## src/rtl/tcp_vlg_ka_rsp_pkg.sv

```systemverilog
// Shared types for the TCP keep-alive responder: connection control block,
// connection status, segment header view and responder FSM encoding.
package tcp_vlg_ka_rsp_pkg;

    localparam int KA_RSP_STAT_W = 16;

    typedef enum logic [1:0] {
        KA_RSP_IDLE = 2'd0,
        KA_RSP_REQ  = 2'd1,
        KA_RSP_GAP  = 2'd2
    } ka_rsp_fsm_t;

    typedef enum logic [2:0] {
        TCP_CLOSED    = 3'd0,
        TCP_LISTEN    = 3'd1,
        TCP_SYN_SENT  = 3'd2,
        TCP_SYN_RCVD  = 3'd3,
        TCP_CONNECTED = 3'd4,
        TCP_FIN_WAIT  = 3'd5,
        TCP_CLOSING   = 3'd6
    } tcp_stat_t;

    typedef struct packed {
        logic [15:0] loc_port;
        logic [15:0] rem_port;
        logic [31:0] loc_seq;
        logic [31:0] loc_ack;
    } tcb_t;

    typedef struct packed {
        logic urg;
        logic ack;
        logic psh;
        logic rst;
        logic syn;
        logic fin;
    } tcp_flags_t;

    typedef struct packed {
        logic [15:0] tcp_src_port;
        logic [15:0] tcp_dst_port;
        logic [31:0] tcp_seq_num;
        logic [31:0] tcp_ack_num;
        tcp_flags_t  tcp_flags;
    } tcp_hdr_t;

    // A keep-alive probe re-sends the byte just below our ack point (wraps at 0).
    function automatic logic is_ka_seq(input logic [31:0] seq, input logic [31:0] loc_ack);
        return (seq == (loc_ack - 32'd1));
    endfunction

endpackage

```

## src/rtl/tcp_vlg_ka_rsp_if.sv

```systemverilog
// Receive-metadata and ACK-request handshake bundle between the keep-alive
// responder (slave side) and the rx path / tx engine (master side).
interface tcp_vlg_ka_rsp_if;
    import tcp_vlg_ka_rsp_pkg::*;

    logic        rx_val;
    tcp_hdr_t    rx_hdr;
    logic [15:0] rx_pld_len;
    logic        send;
    logic [31:0] send_seq;
    logic [31:0] send_ack;
    logic        sent;
    logic        drop;

    modport master (
        output rx_val, rx_hdr, rx_pld_len, sent,
        input  send, send_seq, send_ack, drop
    );

    modport slave (
        input  rx_val, rx_hdr, rx_pld_len, sent,
        output send, send_seq, send_ack, drop
    );

endinterface

```

## src/rtl/tcp_vlg_ka_rsp.sv

```systemverilog
// Keep-alive responder: detects remote keep-alive probes and requests one rate-limited
// pure ACK per burst. Optional probe counter built with `define TCP_VLG_KA_RSP_STAT_EN.
module tcp_vlg_ka_rsp
    import tcp_vlg_ka_rsp_pkg::*;
#(
    parameter int MIN_GAP    = 125000000,
    parameter int TX_TIMEOUT = 1250000,
    parameter int VERBOSE    = 0
) (
    input  logic                     clk,
    input  logic                     rst,
    input  tcb_t                     i_tcb,
    input  tcp_stat_t                i_status,
    tcp_vlg_ka_rsp_if.slave          io_ka,
    output logic [KA_RSP_STAT_W-1:0] o_probes
);

    localparam int GAP_N = (MIN_GAP < 1) ? 1 : MIN_GAP;
    localparam int TMO_N = (TX_TIMEOUT < 1) ? 1 : TX_TIMEOUT;
    localparam int GAP_W = $clog2(GAP_N + 1);
    localparam int TMO_W = $clog2(TMO_N + 1);
    localparam logic [GAP_W-1:0] GAP_LAST = GAP_W'(GAP_N - 1);
    localparam logic [TMO_W-1:0] TMO_LAST = TMO_W'(TMO_N - 1);

    logic              r_int_rst;
    ka_rsp_fsm_t       r_state;
    ka_rsp_fsm_t       w_state_nx;
    logic              r_pend;
    logic [GAP_W-1:0]  r_gap;
    logic [GAP_W-1:0]  w_gap_nx;
    logic [TMO_W-1:0]  r_tmo;
    logic [TMO_W-1:0]  w_tmo_nx;
    logic              r_send;
    logic              r_drop;
    logic              w_drop_nx;
    logic              w_issue;
    logic              w_probe;
    logic [31:0]       r_send_seq;
    logic [31:0]       r_send_ack;
    logic              w_unused;

    // Header fields this block does not look at; VERBOSE has no effect in hardware.
    assign w_unused = ^{io_ka.rx_hdr.tcp_ack_num, io_ka.rx_hdr.tcp_flags.urg,
                        io_ka.rx_hdr.tcp_flags.psh, (VERBOSE != 0)};

    // Probe detection on the incoming segment metadata
    always_comb begin
        w_probe = 1'b0;
        if (io_ka.rx_val &&
            (io_ka.rx_hdr.tcp_dst_port == i_tcb.loc_port) &&
            (io_ka.rx_hdr.tcp_src_port == i_tcb.rem_port) &&
            io_ka.rx_hdr.tcp_flags.ack && !io_ka.rx_hdr.tcp_flags.syn &&
            !io_ka.rx_hdr.tcp_flags.fin && !io_ka.rx_hdr.tcp_flags.rst &&
            is_ka_seq(io_ka.rx_hdr.tcp_seq_num, i_tcb.loc_ack) &&
            (io_ka.rx_pld_len <= 16'd1)) begin
            w_probe = 1'b1;
        end else begin
            w_probe = 1'b0;
        end
    end

    // Internal reset: local reset or loss of the connection, applied one cycle later
    always_ff @(posedge clk) begin
        r_int_rst <= rst || (i_status != TCP_CONNECTED);
    end

    // Next-state, counter and pulse decode
    always_comb begin
        w_state_nx = r_state;
        w_gap_nx   = r_gap;
        w_tmo_nx   = r_tmo;
        w_drop_nx  = 1'b0;
        w_issue    = 1'b0;
        case (r_state)
            KA_RSP_IDLE: begin
                w_gap_nx = {GAP_W{1'b0}};
                w_tmo_nx = {TMO_W{1'b0}};
                if (r_pend) begin
                    w_state_nx = KA_RSP_REQ;
                    w_issue    = 1'b1;
                end else begin
                    w_state_nx = KA_RSP_IDLE;
                end
            end
            KA_RSP_REQ: begin
                // sent has priority over a timeout on the same cycle
                if (io_ka.sent) begin
                    w_state_nx = KA_RSP_GAP;
                    w_gap_nx   = {GAP_W{1'b0}};
                end else if (r_tmo == TMO_LAST) begin
                    w_state_nx = KA_RSP_GAP;
                    w_gap_nx   = {GAP_W{1'b0}};
                    w_drop_nx  = 1'b1;
                end else begin
                    w_tmo_nx = r_tmo + TMO_W'(1);
                end
            end
            KA_RSP_GAP: begin
                if (r_gap == GAP_LAST) begin
                    w_state_nx = KA_RSP_IDLE;
                end else begin
                    w_gap_nx = r_gap + GAP_W'(1);
                end
            end
            default: begin
                w_state_nx = KA_RSP_IDLE;
                w_gap_nx   = {GAP_W{1'b0}};
                w_tmo_nx   = {TMO_W{1'b0}};
            end
        endcase
    end

    // State register, pending flag, counters and registered request outputs
    always_ff @(posedge clk) begin
        if (rst || r_int_rst) begin
            r_state    <= KA_RSP_IDLE;
            r_pend     <= 1'b0;
            r_gap      <= {GAP_W{1'b0}};
            r_tmo      <= {TMO_W{1'b0}};
            r_send     <= 1'b0;
            r_drop     <= 1'b0;
            r_send_seq <= 32'd0;
            r_send_ack <= 32'd0;
        end else begin
            r_state <= w_state_nx;
            r_gap   <= w_gap_nx;
            r_tmo   <= w_tmo_nx;
            r_send  <= (w_state_nx == KA_RSP_REQ);
            r_drop  <= w_drop_nx;
            // Probes coalesce; one arriving on the issue cycle re-arms pend
            r_pend  <= w_probe || (r_pend && !w_issue);
            if (w_issue) begin
                r_send_seq <= i_tcb.loc_seq;
                r_send_ack <= i_tcb.loc_ack;
            end
        end
    end

    assign io_ka.send     = r_send;
    assign io_ka.drop     = r_drop;
    assign io_ka.send_seq = r_send_seq;
    assign io_ka.send_ack = r_send_ack;

`ifdef TCP_VLG_KA_RSP_STAT_EN
    logic [KA_RSP_STAT_W-1:0] r_probes;

    // Saturating count of probe cycles
    always_ff @(posedge clk) begin
        if (rst || r_int_rst) begin
            r_probes <= {KA_RSP_STAT_W{1'b0}};
        end else if (w_probe && (r_probes != {KA_RSP_STAT_W{1'b1}})) begin
            r_probes <= r_probes + KA_RSP_STAT_W'(1);
        end
    end

    assign o_probes = r_probes;
`else
    assign o_probes = {KA_RSP_STAT_W{1'b0}};
`endif

endmodule
```

## src/flat_wrapper.sv

```systemverilog
// flat-port wrapper written by rule: the top's interface ports become plain ports
module tcp_vlg_ka_rsp_flat import tcp_vlg_ka_rsp_pkg::*;
#(
    parameter int MIN_GAP    = 125000000,
    parameter int TX_TIMEOUT = 1250000,
    parameter int VERBOSE    = 0
)
  (clk, rst, i_tcb, i_status, o_probes, io_ka_rx_val, io_ka_rx_hdr, io_ka_rx_pld_len, io_ka_sent, io_ka_send, io_ka_send_seq, io_ka_send_ack, io_ka_drop);
  tcp_vlg_ka_rsp_if io_ka_i ();
  input  logic clk;
  input  logic rst;
  input  tcb_t i_tcb;
  input  tcp_stat_t i_status;
  output logic [KA_RSP_STAT_W-1:0] o_probes;
  input wire logic [$bits(io_ka_i.rx_val)-1:0] io_ka_rx_val;
  input wire logic [$bits(io_ka_i.rx_hdr)-1:0] io_ka_rx_hdr;
  input wire logic [$bits(io_ka_i.rx_pld_len)-1:0] io_ka_rx_pld_len;
  input wire logic [$bits(io_ka_i.sent)-1:0] io_ka_sent;
  output wire logic [$bits(io_ka_i.send)-1:0] io_ka_send;
  output wire logic [$bits(io_ka_i.send_seq)-1:0] io_ka_send_seq;
  output wire logic [$bits(io_ka_i.send_ack)-1:0] io_ka_send_ack;
  output wire logic [$bits(io_ka_i.drop)-1:0] io_ka_drop;
  assign io_ka_i.rx_val = io_ka_rx_val;
  assign io_ka_i.rx_hdr = io_ka_rx_hdr;
  assign io_ka_i.rx_pld_len = io_ka_rx_pld_len;
  assign io_ka_i.sent = io_ka_sent;
  assign io_ka_send = io_ka_i.send;
  assign io_ka_send_seq = io_ka_i.send_seq;
  assign io_ka_send_ack = io_ka_i.send_ack;
  assign io_ka_drop = io_ka_i.drop;
  tcp_vlg_ka_rsp #(.MIN_GAP(MIN_GAP), .TX_TIMEOUT(TX_TIMEOUT), .VERBOSE(VERBOSE)) u_core (.clk(clk), .rst(rst), .i_tcb(i_tcb), .i_status(i_status), .io_ka(io_ka_i), .o_probes(o_probes));
endmodule
```

## config.mk

```make
export PLATFORM = sky130hd
export DESIGN_NAME = tcp_vlg_ka_rsp_flat
export DESIGN_NICKNAME = d
export VERILOG_FILES = /design/src/rtl/tcp_vlg_ka_rsp_pkg.sv /design/src/rtl/tcp_vlg_ka_rsp_if.sv /design/src/rtl/tcp_vlg_ka_rsp.sv /design/src/flat_wrapper.sv
export SDC_FILE = /design/constraint.sdc
export NUM_CORES = 1
export LEC_CHECK = 0
export BUFFER_PORTS_ARGS = -buffer_cell sky130_fd_sc_hd__buf_2
export CAP_MARGIN = 20
export CELL_PAD_IN_SITES_DETAIL_PLACEMENT = 0
export CELL_PAD_IN_SITES_GLOBAL_PLACEMENT = 1
export CORE_MARGIN = 3
export CORE_UTILIZATION = 35
export CTS_CLUSTER_DIAMETER = 120
export DETAILED_ROUTE_END_ITERATION = 16
export PLACE_DENSITY = 0.92
export SYNTH_ARGS = -nofsm -noshare
export SYNTH_HDL_FRONTEND = slang
export SYNTH_SLANG_ARGS = --single-unit
```

## constraint.sdc

```tcl
create_clock -name clk -period 5.6 [get_ports clk]
set_input_delay 0.28 -clock clk [delete_from_list [all_inputs] [get_ports clk]]
set_output_delay 0.28 -clock clk [all_outputs]
set_load 0.02 [all_outputs]
```

==> results list <==
- Measured against its own limit, the worst slew margin works out to 0.434.
- Input and output buffers added on the ports amount to roughly 250.
- Detailed placement finished with a half-perimeter wire length of 14.5 mm.
- The critical path starts at i_tcb[0].
* Count of pins on the block boundary: 303
- Part of the Yosys area used for sequential elements: 0.369
* Cells on worst reg2reg path: 8
- Entering global routing, the biggest net connects between 40 and 50 pins.
- FILL cells: 1776
- The later pin in the worst-skew pair is clocked with a latency of approximately 410 ps.
- For this configuration, the core starts out at a cell density of 0.364.
* Power density normalized to cell area: 245 nW/µm²
- Biggest fanout along the worst timing path: 10
- The critical path is of the input port to register type.
- In this run the most used layer during global routing was met2.
* Sum of routed wire length over all layers: ~19 mm
* CP endpoint: u_core.r_pend
- In this run the vertical extent of the chip is around 140 µm.
- After synthesis, the most frequently instantiated cells are nand2_1, dfxtp_1, a21oi_1, xnor2_1, nor2_1.
- The tightest min-delay check is of the input port to register type.
- Summed over all instances, the cell type with the most area after synthesis is dfxtp_1.
* Top cell type's share of synthesized area: 0.369
- The worst setup path is captured at a register.
* Reg-to-reg critical path startpoint: u_core.r_tmo[0]
- The core region is 17600 µm².
* Share of layout cells above drive strength 1: 0.292
- Critical Path Source Type: input port
* Leakage Power: approximately 3.2 nW
- Number of nets still failing antenna checks after routing: 0
- The routed layout has about 6400 vias.
- Number of antenna violations at the first check in global routing: 0
* Quantity of hold-fixing buffers added after cts: 0
- The tree built by TritonCTS fans out to ~120 sinks.
- For this run, global-route usage on met1 was measured as 0.219.
* Number of violations of the max-capacitance limit: 0
- Fmax achieved: between 300 and 400 MHz
* Clock period minus worst slack: 2510 ps
* Number of instances in the synthesized netlist: around 800
- Worst path required time: 5950 ps
* Cells on Worst Hold Path: 2
- After synthesis the netlist holds a flip-flop and latch count of around 120.
* Proportion of register bits with asynchronous set or reset after synthesis: 0
* Synth unique cells: between 70 and 80
- After detailed routing, the number of vias per cell comes to between 4 and 5.
- Unrepaired setup endpoints after global routing: false
* Clock tree from TritonCTS: done
- At the end of routability-driven placement, the weighted congestion stood at approximately 0.9.
- Average size of a mapped cell: about 8.0 µm²
- Number of enable-type register cells in the synthesized netlist: 0
- Via count of the first global-routing pass: ~6000
- After floorplanning, the core was divided into 48 placement rows.
* Overall Power: roughly 2 mW
* Highest ir drop seen on vdd: about 190 µV
- For the worst setup path, the data arrival time is 2860 ps.
* Growth of design area from synthesis to finish: 29.7%
* Number of failing setup endpoints in the final timing report: 0
- Yosys synthesis warning count: 0
* Synth area leaders: dfxtp_1, xnor2_1, nand2_1
- In the post-route analysis, the smallest setup slack over all paths is roughly 3000 ps.
- Global routing met2 resource utilization: 0.315
* Post-route clock period utilization: 0.449
- The number of antenna diodes in the final layout is 0.
- Dominant register cell in the synthesized netlist: dfxtp_1
- Deepest level of the CTS H-tree: 4
* DRC marker count from the first detailed-route iteration: between 300 and 400
* R2r setup slk: around 3200 ps
* Total congestion overflow after global routing: 0
- Prior to clock tree synthesis, the placed netlist has a worst setup slack of 2680 ps.
- Nets: between 1000 and 1500
* Root Buffer: clkbuf_16
* Max Clock Skew: approximately 6.8 ps
* Wire length of the first global-routing pass: 29.2 mm
- Clock slew seen by the registers of the worst setup and hold paths: 50 ps
- The cell area that synthesis handed to floorplanning was about 6400 µm².
* Resized Gates After CTS: 0
* Total negative slack for setup checks: 0 ps
- At the pin with the least slew margin, the transition time is about 840 ps.
* Number of max-slew violations in the final report: 0
- Across every metal layer, demand over resource in global routing totals 0.181.
- The die covers 20000 µm².
- The run finished with clean final reports.
- Counting the buffers created by CTS gives 17.
- The clock passes through at most 2 buffers.
- Routed wirelength normalized by instance count: between 10 and 15 µm
* Worst reg2reg path endpoint: u_core.r_gap[25]
* Post-CTS repair timing setup buffer count: 0
* Final Hold Fails: 0
- In the routed design, unresolved DRC markers number 0.
- Number of iterations in the first detailed-routing pass: 5
* Smallest hold slack: between 80 and 90 ps
- Most common cell in the netlist: nand2_1
* Floorplan die width: around 140 µm
- For this run, global-route usage on met3 was measured as 0.0465.
layout make-up:
cell class / count / area (µm²) / share of cell area
multi-input combinational: 641 / 3790 / 0.457
inverter: 9 / 33.8 / 0.00407
tap: 225 / 282 / 0.0339
sequential: 118 / 2360 / 0.284
clock buffer: 27 / 493 / 0.0594
timing repair buffer: 256 / 1290 / 0.156
clock inverter: 4 / 45.0 / 0.00542
layer usage:
metal	share of wire	up-vias	wire length [µm]
met5	0	-	0
met4	0.014	0	265
met3	0.063	21	1200
met2	0.50	211	9490
met1	0.42	2894	8020
li1	-	3228	-
how the worst min path moves through the flow:
stage                                    from                   endpoint
finish                            i_status[1]           u_core.r_int_rst
global route                      i_status[1]           u_core.r_int_rst
floorplan                          io_ka_sent          u_core.io_ka.drop
global placement    u_core.io_ka.send_ack[19]  u_core.io_ka.send_ack[19]
CTS                               i_status[1]           u_core.r_int_rst
detailed placement  u_core.io_ka.send_ack[14]  u_core.io_ka.send_ack[14]
where the power goes:
group          internal, mW  switching [mW]
Combinational        0.0964           0.102
Sequential            0.841       0.0000890
Clock                 0.640           0.351
worst max-delay path, cell delays in order:
cell and delay, ps:
buf_2 140, inv_1 70, ha_1 220, nor3b_2 420
nand4_2 350, or4_1 620, a211o_1 320, a211oi_2 210
nand4_1 130, nand2_1 90
layout by cell type (no fill, tap or decap), types with 4 or more instances in the layout:
master	netlist	routed
xor2_1	44	44
or3_2	4	4
a21oi_1	78	78
and3_1	8	8
o211ai_1	5	5
nor4_1	25	25
nand2_1	163	162
clkbuf_1	22	7
a211oi_1	4	4
o21ai_0	5	5
conb_1	1	16
dfxtp_1	118	118
xnor2_1	72	72
clkbuf_16	0	17
nand3_1	20	20
buf_4	17	5
buf_2	1	251
nor2_1	68	68
or3_1	4	4
inv_1	9	9
nor4b_1	5	5
nand4_1	29	29
nand2b_1	4	4
nor3_1	15	15
state kept, by name (all words and copies together), names as in the netlist:
register,flops
u_core.io_ka.send_seq,32
u_core.r_state,2
u_core.r_int_rst,1
u_core.r_gap,27
u_core.r_pend,1
u_core.io_ka.send,1
u_core.io_ka.drop,1
u_core.io_ka.send_ack,32
u_core.r_tmo,21
metrics by stage:
step | instance area [µm²] | util | std cells
2_1_floorplan | 6460 | - | 816
3_3_place_gp | 7770 | 0.441 | 1249
3_5_place_dp | 7770 | 0.441 | 1249
4_1_cts | 8300 | 0.472 | 1280
5_1_grt | 8300 | 0.472 | 1280
6_report | 8300 | 0.472 | 1280
kinds of logic after synthesis:
family,Yosys count,synth area share
and+or+nand+nor,382,0.296
AOI/OAI and AO/OA,120,0.116
DFF,118,0.369
xor gates and xnor gates,116,0.159
buffers and inverters,57,0.0477
muxes,4,0.00645
adders and majority gates,3,0.00586
other,1,0.000586
No activity file was read; power rests on OpenSTA's default activity.
